==> src/rtl/udma_cam_pix_packer.sv <==
// udma_cam_pix_packer: packs camera pixels (PIX_WIDTH) into little-endian
// DATA_WIDTH words for the uDMA RX channel, through a small output FIFO.
// Frames are framed by vsync (level) and lines by hsync (level); a frame is
// only captured if cfg_en_i is high at the vsync rising edge.
// Optional feature: define CAM_PACK_PIXCNT_EN to build a per-frame pixel
// counter reported on frame_pix_o (tied to zero otherwise).
//
// Handshake: a word moves from data_o to the consumer on a rising clk_i edge
// where valid_o=1 and ready_i=1; while valid_o=1 and ready_i=0, data_o and
// valid_o hold their values.
module udma_cam_pix_packer #(
    parameter int PIX_WIDTH  = 8,
    parameter int DATA_WIDTH = 32,
    parameter int FIFO_DEPTH = 4
) (
    input  logic                  clk_i,
    input  logic                  rst_i,
    input  logic                  cfg_en_i,
    input  logic                  cfg_clr_i,
    input  logic                  pix_valid_i,
    input  logic [PIX_WIDTH-1:0]  pix_data_i,
    input  logic                  vsync_i,
    input  logic                  hsync_i,
    output logic [DATA_WIDTH-1:0] data_o,
    output logic                  valid_o,
    input  logic                  ready_i,
    output logic                  frame_start_o,
    output logic                  overflow_o,
    output logic [19:0]           frame_pix_o,
    output logic [1:0]            state_o
);

    localparam int PPW = DATA_WIDTH / PIX_WIDTH;
    localparam int CW  = (PPW > 1) ? $clog2(PPW) : 1;
    localparam int AW  = (FIFO_DEPTH > 1) ? $clog2(FIFO_DEPTH) : 1;
    localparam logic [CW-1:0] LAST_SLOT = CW'(PPW - 1);
    localparam logic [AW:0]   FULL_CNT  = (AW + 1)'(FIFO_DEPTH);

    typedef enum logic [1:0] {
        ST_IDLE  = 2'd0,
        ST_FRAME = 2'd1,
        ST_FLUSH = 2'd2
    } state_t;

    state_t state_q, state_d;

    logic                  vsync_q;
    logic                  vsync_rise;
    logic                  start_frame;
    logic                  accept;
    logic                  push;
    logic                  push_ok;
    logic                  pop;
    logic                  full;
    logic                  ovf_set;
    logic [DATA_WIDTH-1:0] push_data;
    logic [DATA_WIDTH-1:0] pack_q;
    logic [DATA_WIDTH-1:0] pack_ins;
    logic [CW-1:0]         byte_cnt_q;
    logic                  frame_start_q;
    logic                  overflow_q;

    logic [DATA_WIDTH-1:0] mem [FIFO_DEPTH];
    logic [AW-1:0]         wr_ptr_q;
    logic [AW-1:0]         rd_ptr_q;
    logic [AW:0]           count_q;

    // vsync_q resets high so a vsync already active at reset release is not an edge
    always_ff @(posedge clk_i) begin
        if (rst_i) vsync_q <= 1'b1;
        else       vsync_q <= vsync_i;
    end

    assign vsync_rise = vsync_i & ~vsync_q;

    // Frame state register
    always_ff @(posedge clk_i) begin
        if (rst_i) state_q <= ST_IDLE;
        else       state_q <= state_d;
    end

    // Next state, pixel acceptance and word push selection
    always_comb begin
        state_d     = state_q;
        start_frame = 1'b0;
        accept      = 1'b0;
        push        = 1'b0;
        push_data   = pack_q;
        case (state_q)
            ST_IDLE: begin
                if (vsync_rise && cfg_en_i) begin
                    state_d     = ST_FRAME;
                    start_frame = 1'b1;
                end
            end
            ST_FRAME: begin
                accept = pix_valid_i & hsync_i;
                if (accept && (byte_cnt_q == LAST_SLOT)) begin
                    push      = 1'b1;
                    push_data = pack_ins;
                end
                if (!vsync_i) state_d = ST_FLUSH;
            end
            ST_FLUSH: begin
                // pack_q is zero above the filled slots, so the partial word is zero-padded
                if (byte_cnt_q != '0) push = 1'b1;
                state_d = ST_IDLE;
            end
            default: state_d = ST_IDLE;
        endcase
    end

    // Current partial word with the incoming pixel dropped into its slot
    always_comb begin
        pack_ins = pack_q;
        pack_ins[int'(byte_cnt_q) * PIX_WIDTH +: PIX_WIDTH] = pix_data_i;
    end

    // Packing register: cleared after every full word and by the flush
    always_ff @(posedge clk_i) begin
        if (rst_i || (state_q == ST_FLUSH)) begin
            byte_cnt_q <= '0;
            pack_q     <= '0;
        end else if (accept) begin
            if (byte_cnt_q == LAST_SLOT) begin
                byte_cnt_q <= '0;
                pack_q     <= '0;
            end else begin
                byte_cnt_q <= byte_cnt_q + CW'(1);
                pack_q     <= pack_ins;
            end
        end
    end

    assign full    = (count_q == FULL_CNT);
    assign pop     = valid_o & ready_i;
    assign push_ok = push & (~full | pop);
    assign ovf_set = push & full & ~pop;

    // FIFO storage; a full FIFO being popped may be written in the same cycle
    always_ff @(posedge clk_i) begin
        if (push_ok) mem[wr_ptr_q] <= push_data;
    end

    // FIFO pointers and occupancy
    always_ff @(posedge clk_i) begin
        if (rst_i) begin
            wr_ptr_q <= '0;
            rd_ptr_q <= '0;
            count_q  <= '0;
        end else begin
            if (push_ok) wr_ptr_q <= wr_ptr_q + AW'(1);
            if (pop)     rd_ptr_q <= rd_ptr_q + AW'(1);
            case ({push_ok, pop})
                2'b10:   count_q <= count_q + (AW + 1)'(1);
                2'b01:   count_q <= count_q - (AW + 1)'(1);
                default: count_q <= count_q;
            endcase
        end
    end

    assign valid_o = (count_q != '0);
    assign data_o  = valid_o ? mem[rd_ptr_q] : '0;

    // Frame-start pulse one cycle after the accepted vsync edge
    always_ff @(posedge clk_i) begin
        if (rst_i) frame_start_q <= 1'b0;
        else       frame_start_q <= start_frame;
    end

    // Sticky overflow; a new drop beats a simultaneous clear
    always_ff @(posedge clk_i) begin
        if (rst_i)          overflow_q <= 1'b0;
        else if (ovf_set)   overflow_q <= 1'b1;
        else if (cfg_clr_i) overflow_q <= 1'b0;
    end

    assign frame_start_o = frame_start_q;
    assign overflow_o    = overflow_q;
    assign state_o       = state_q;

`ifdef CAM_PACK_PIXCNT_EN
    logic [19:0] pix_cnt_q;
    logic [19:0] pix_cnt_inc;
    logic [19:0] frame_pix_q;

    assign pix_cnt_inc = (accept && (pix_cnt_q != 20'hFFFFF)) ? pix_cnt_q + 20'd1 : pix_cnt_q;

    // Saturating pixel counter; snapshot includes a pixel taken on the last FRAME cycle
    always_ff @(posedge clk_i) begin
        if (rst_i) begin
            pix_cnt_q   <= '0;
            frame_pix_q <= '0;
        end else begin
            if (start_frame) pix_cnt_q <= '0;
            else             pix_cnt_q <= pix_cnt_inc;
            if ((state_q == ST_FRAME) && (state_d == ST_FLUSH)) frame_pix_q <= pix_cnt_inc;
        end
    end

    assign frame_pix_o = frame_pix_q;
`else
    assign frame_pix_o = '0;
`endif

endmodule

==> config.mk <==
export PLATFORM = sky130hd
export DESIGN_NAME = udma_cam_pix_packer
export DESIGN_NICKNAME = d
export VERILOG_FILES = /design/src/rtl/udma_cam_pix_packer.sv
export SDC_FILE = /design/constraint.sdc
export NUM_CORES = 1
export LEC_CHECK = 0
export CAP_MARGIN = 20
export CORE_MARGIN = 2
export CORE_UTILIZATION = 40
export DETAILED_ROUTE_END_ITERATION = 8
export RECOVER_POWER = 25
export SKIP_CTS_REPAIR_TIMING = 1
export SLEW_MARGIN = 15
export SYNTH_ARGS = -nofsm -noshare
export SYNTH_HDL_FRONTEND = slang
export SYNTH_SLANG_ARGS = --single-unit
export TNS_END_PERCENT = 20
==> constraint.sdc <==
create_clock -name clk_i -period 2.7 [get_ports clk_i]
set_input_delay 0.27 -clock clk_i [delete_from_list [all_inputs] [get_ports clk_i]]
set_output_delay 0.27 -clock clk_i [all_outputs]
set_load 0.05 [all_outputs]
==> results.json <==
{
  "min_period_ps": 2430,
  "drv_cap": 0,
  "drt_drc_violations_left": 0,
  "numCtsBuffers": 17,
  "fillers": 1564,
  "clock-root-buffer": "clkbuf_16",
  "drv_slew": 0,
  "hold_path.class": "primary input to flop",
  "start_util_pct": 40.8,
  "pwr-share-clk_pct": 27.9,
  "dr.pass1.iters": 5,
  "postSynth.asyncResetShare_pct": 0,
  "muxShareOfSynthArea_pct": 10.9,
  "max_stage_delay_ps": 390,
  "io_pins": 73,
  "port-buffer-count": 52,
  "path_buf_inv": 1,
  "synth_top_flop_cell": "edfxtp_1",
  "rows": 49,
  "vias_per_cell": 5.25,
  "period_share_pct": 89.8,
  "synth-simple-area-share_pct": 10.2,
  "path_cells": "inv_1, ha_1, nand2b_1, a21o_1, nand3_1, fa_1, and3_1, a22oi_1, mux2_2",
  "p_leak_nw": 3.14,
  "cts_tree": "built",
  "num_antenna_cells": 0,
  "clk_latency_ps": 420,
  "synth-seq-cells": 176,
  "finalPower_mw": 8.03,
  "antenna_found_initial": 0,
  "skew_ps": 8.12,
  "yosys-top-cells-area": "edfxtp_1 52%, dfxtp_1 13%, mux4_2 9.8%, and2_1 3.1%, a22o_1 2.9%",
  "hold_viol_final": 0,
  "ant_nets": 0,
  "die_area_mm2": 0.0195,
  "clk_pin_slew_ps": 60,
  "synth_top_family_by_area": "multiplexers",
  "syn_inst": 483,
  "tightest_slew_ps": 935,
  "required_ps": 3010,
  "area_growth_pct": 22.2,
  "synth_seq_area_share_pct": 65.3,
  "final_cells": 791,
  "p_int_mw": 5.47,
  "synth-xor-area-share_pct": 0.357,
  "die_h_um": 140,
  "wl_per_cell_um": 18.6,
  "setup_viol": 0,
  "rsz0062_at_grt": "false",
  "crit_path_start_kind": "flop",
  "grtUsageTotal_pct": 15.6,
  "max-slew-margin-rel_pct": 37.7,
  "final_net_count": 579,
  "netlist_area_mm2": 0.00735,
  "die_w_um": 140,
  "first_global_vias": 4177,
  "grt_max_degree": 38,
  "power_density_mw_per_mm2": 893,
  "synth_compound_area_share_pct": 6.91,
  "yosys_warnings": 0,
  "drt_iter0_markers": 282,
  "synth.most_common_cell": "edfxtp_1",
  "synth-edff-count": 128,
  "synth_top_area_share_pct": 52.3,
  "ys_types": 43,
  "route.vias.total": 4150,
  "cp.arrival_ps": 2740,
  "worstSetupPathType": "flop to flop",
  "critPathCaptureType": "flop",
  "synth_common_cells": "128 x edfxtp_1, 48 x dfxtp_1, 39 x nor2_1",
  "outcome": "finished, final reports clean",
  "dp.cells": 759,
  "drive_above_1_share_pct": 20.8,
  "synthAdderAreaFrac_pct": 2.48,
  "synth.largest_area_cell": "edfxtp_1",
  "grt_remaining_overflow": 0,
  "crit_slowest_cell": "fa_1",
  "grt_pass1_wl_um": 23100,
  "dp_hpwl_um": 9570,
  "drt-total-wl_um": 14700,
  "switching_share_pct": 31.8,
  "p_seq_share_pct": 37.0,
  "peakVddDrop_mv": 0.677,
  "core_region_area_mm2": 0.0180,
  "cp_max_fo": 8,
  "cp_top_family": "adder cells",
  "p_sw_mw": 2.56,
  "cts_buffer_depth": 2,
  "cts.sinks": 176,
  "comb_power_share_pct": 35.1,
  "fmax_mhz": 412,
  "h-tree-depth": 4,
  "place.gp.congestion": 0.803,
  "syn_avg_cell_area_um2": 15.2
}
==> final timing paths <==
path            startpoint  slack (ps)  depth (start not counted)             to
max          byte_cnt_q[0]         270                          9     count_q[2]
min               cfg_en_i         450                          3  frame_start_o
max reg2reg  byte_cnt_q[0]         270                          9     count_q[2]
min reg2reg     pack_q[31]         480                          1     pack_q[31]
==> cell families (layout without fill, tap and decap cells) <==
logic type / Yosys count / after routing
buffers and inverters: 51 / 111
flip-flops: 176 / 176
AO/OA/AOI/OAI: 67 / 67
multiplexers: 39 / 39
adder cells (fa/ha/maj): 14 / 14
other: 1 / 20
XOR/XNOR: 3 / 3
AND/OR/NAND/NOR: 132 / 132
==> cells in the final DEF (no fill, tap or decap), drive strengths merged, types with 4 or more instances in the layout <==
cell	Yosys	routed
buf	29	45
nand2b	5	5
clkbuf	13	32
and3	10	10
nand2	23	23
dlygate4sd3	0	5
a22oi	26	26
mux2i	4	4
ha	13	13
a22o	24	24
clkdlybuf4s50	0	14
dfxtp	48	48
a21oi	4	4
conb	1	20
nor2	39	39
mux4	32	32
inv	9	9
o21ai	11	11
edfxtp	128	128
and2	36	36
==> cell type report <==
class | count | area (um^2) | share of cell area (%)
Sequential cell | 176 | 4810 | 53.5
Multi-Input combinational cell | 275 | 2320 | 25.8
Timing Repair Buffer | 70 | 1010 | 11.2
Clock buffer | 26 | 479 | 5.33
Tap cell | 229 | 287 | 3.19
Clock inverter | 6 | 58.8 | 0.654
Inverter | 9 | 33.8 | 0.376
==> tightest hold or removal path, delay by kind of cell <==
family,cells,cell delay [ps]
and+or+nand+nor,2,150
buffers and inverters,1,400
==> registers in the layout, summed over array words and instances (netlist names), named ones only <==
| name | flops |
|---|---|
| mem | 128 |
| pack_q | 32 |
| count_q | 3 |
| byte_cnt_q | 2 |
| rd_ptr_q | 2 |
| state_o | 2 |
| wr_ptr_q | 2 |
| frame_start_o | 1 |
| overflow_o | 1 |
| vsync_q | 1 |
==> stage by stage <==
| stage | hold WS [ps] | setup slack, ps | instance area (um^2) | utilization [%] | setup TNS, ps |
|---|---|---|---|---|---|
| 2_1_floorplan | 377 | -57.1 | 7430 | - | -5490 |
| 3_3_place_gp | 461 | 340 | 8490 | 47.1 | 0 |
| 3_5_place_dp | 471 | 255 | 8490 | 47.1 | 0 |
| 4_1_cts | 435 | 243 | 9030 | 50.1 | 0 |
| 5_1_grt | 458 | 122 | 8990 | 49.9 | 0 |
| 6_report | 445 | 274 | 8990 | 49.9 | 0 |
==> power by group through the flow <==
stage / logic [mW] / registers (mW) / clock network (mW)
after floorplan: 1.71 / 3.05 / 0
after global placement: 2.87 / 3.02 / 0
after detailed placement: 2.90 / 3.03 / 0
after CTS: 2.91 / 2.97 / 2.28
after global routing: 2.99 / 2.98 / 2.41
final: 2.82 / 2.97 / 2.24
==> per-layer routing <==
metal  global-route usage [%]  vias up  share of wire (%)
met4                     7.68        0                3.1
met5                        0        -                  0
met3                     3.17       26                3.5
li1                         -     1918                  -
met2                     25.6      106                 50
met1                     19.9     2100                 43
Note: power is estimated with default switching activity, not from simulation.
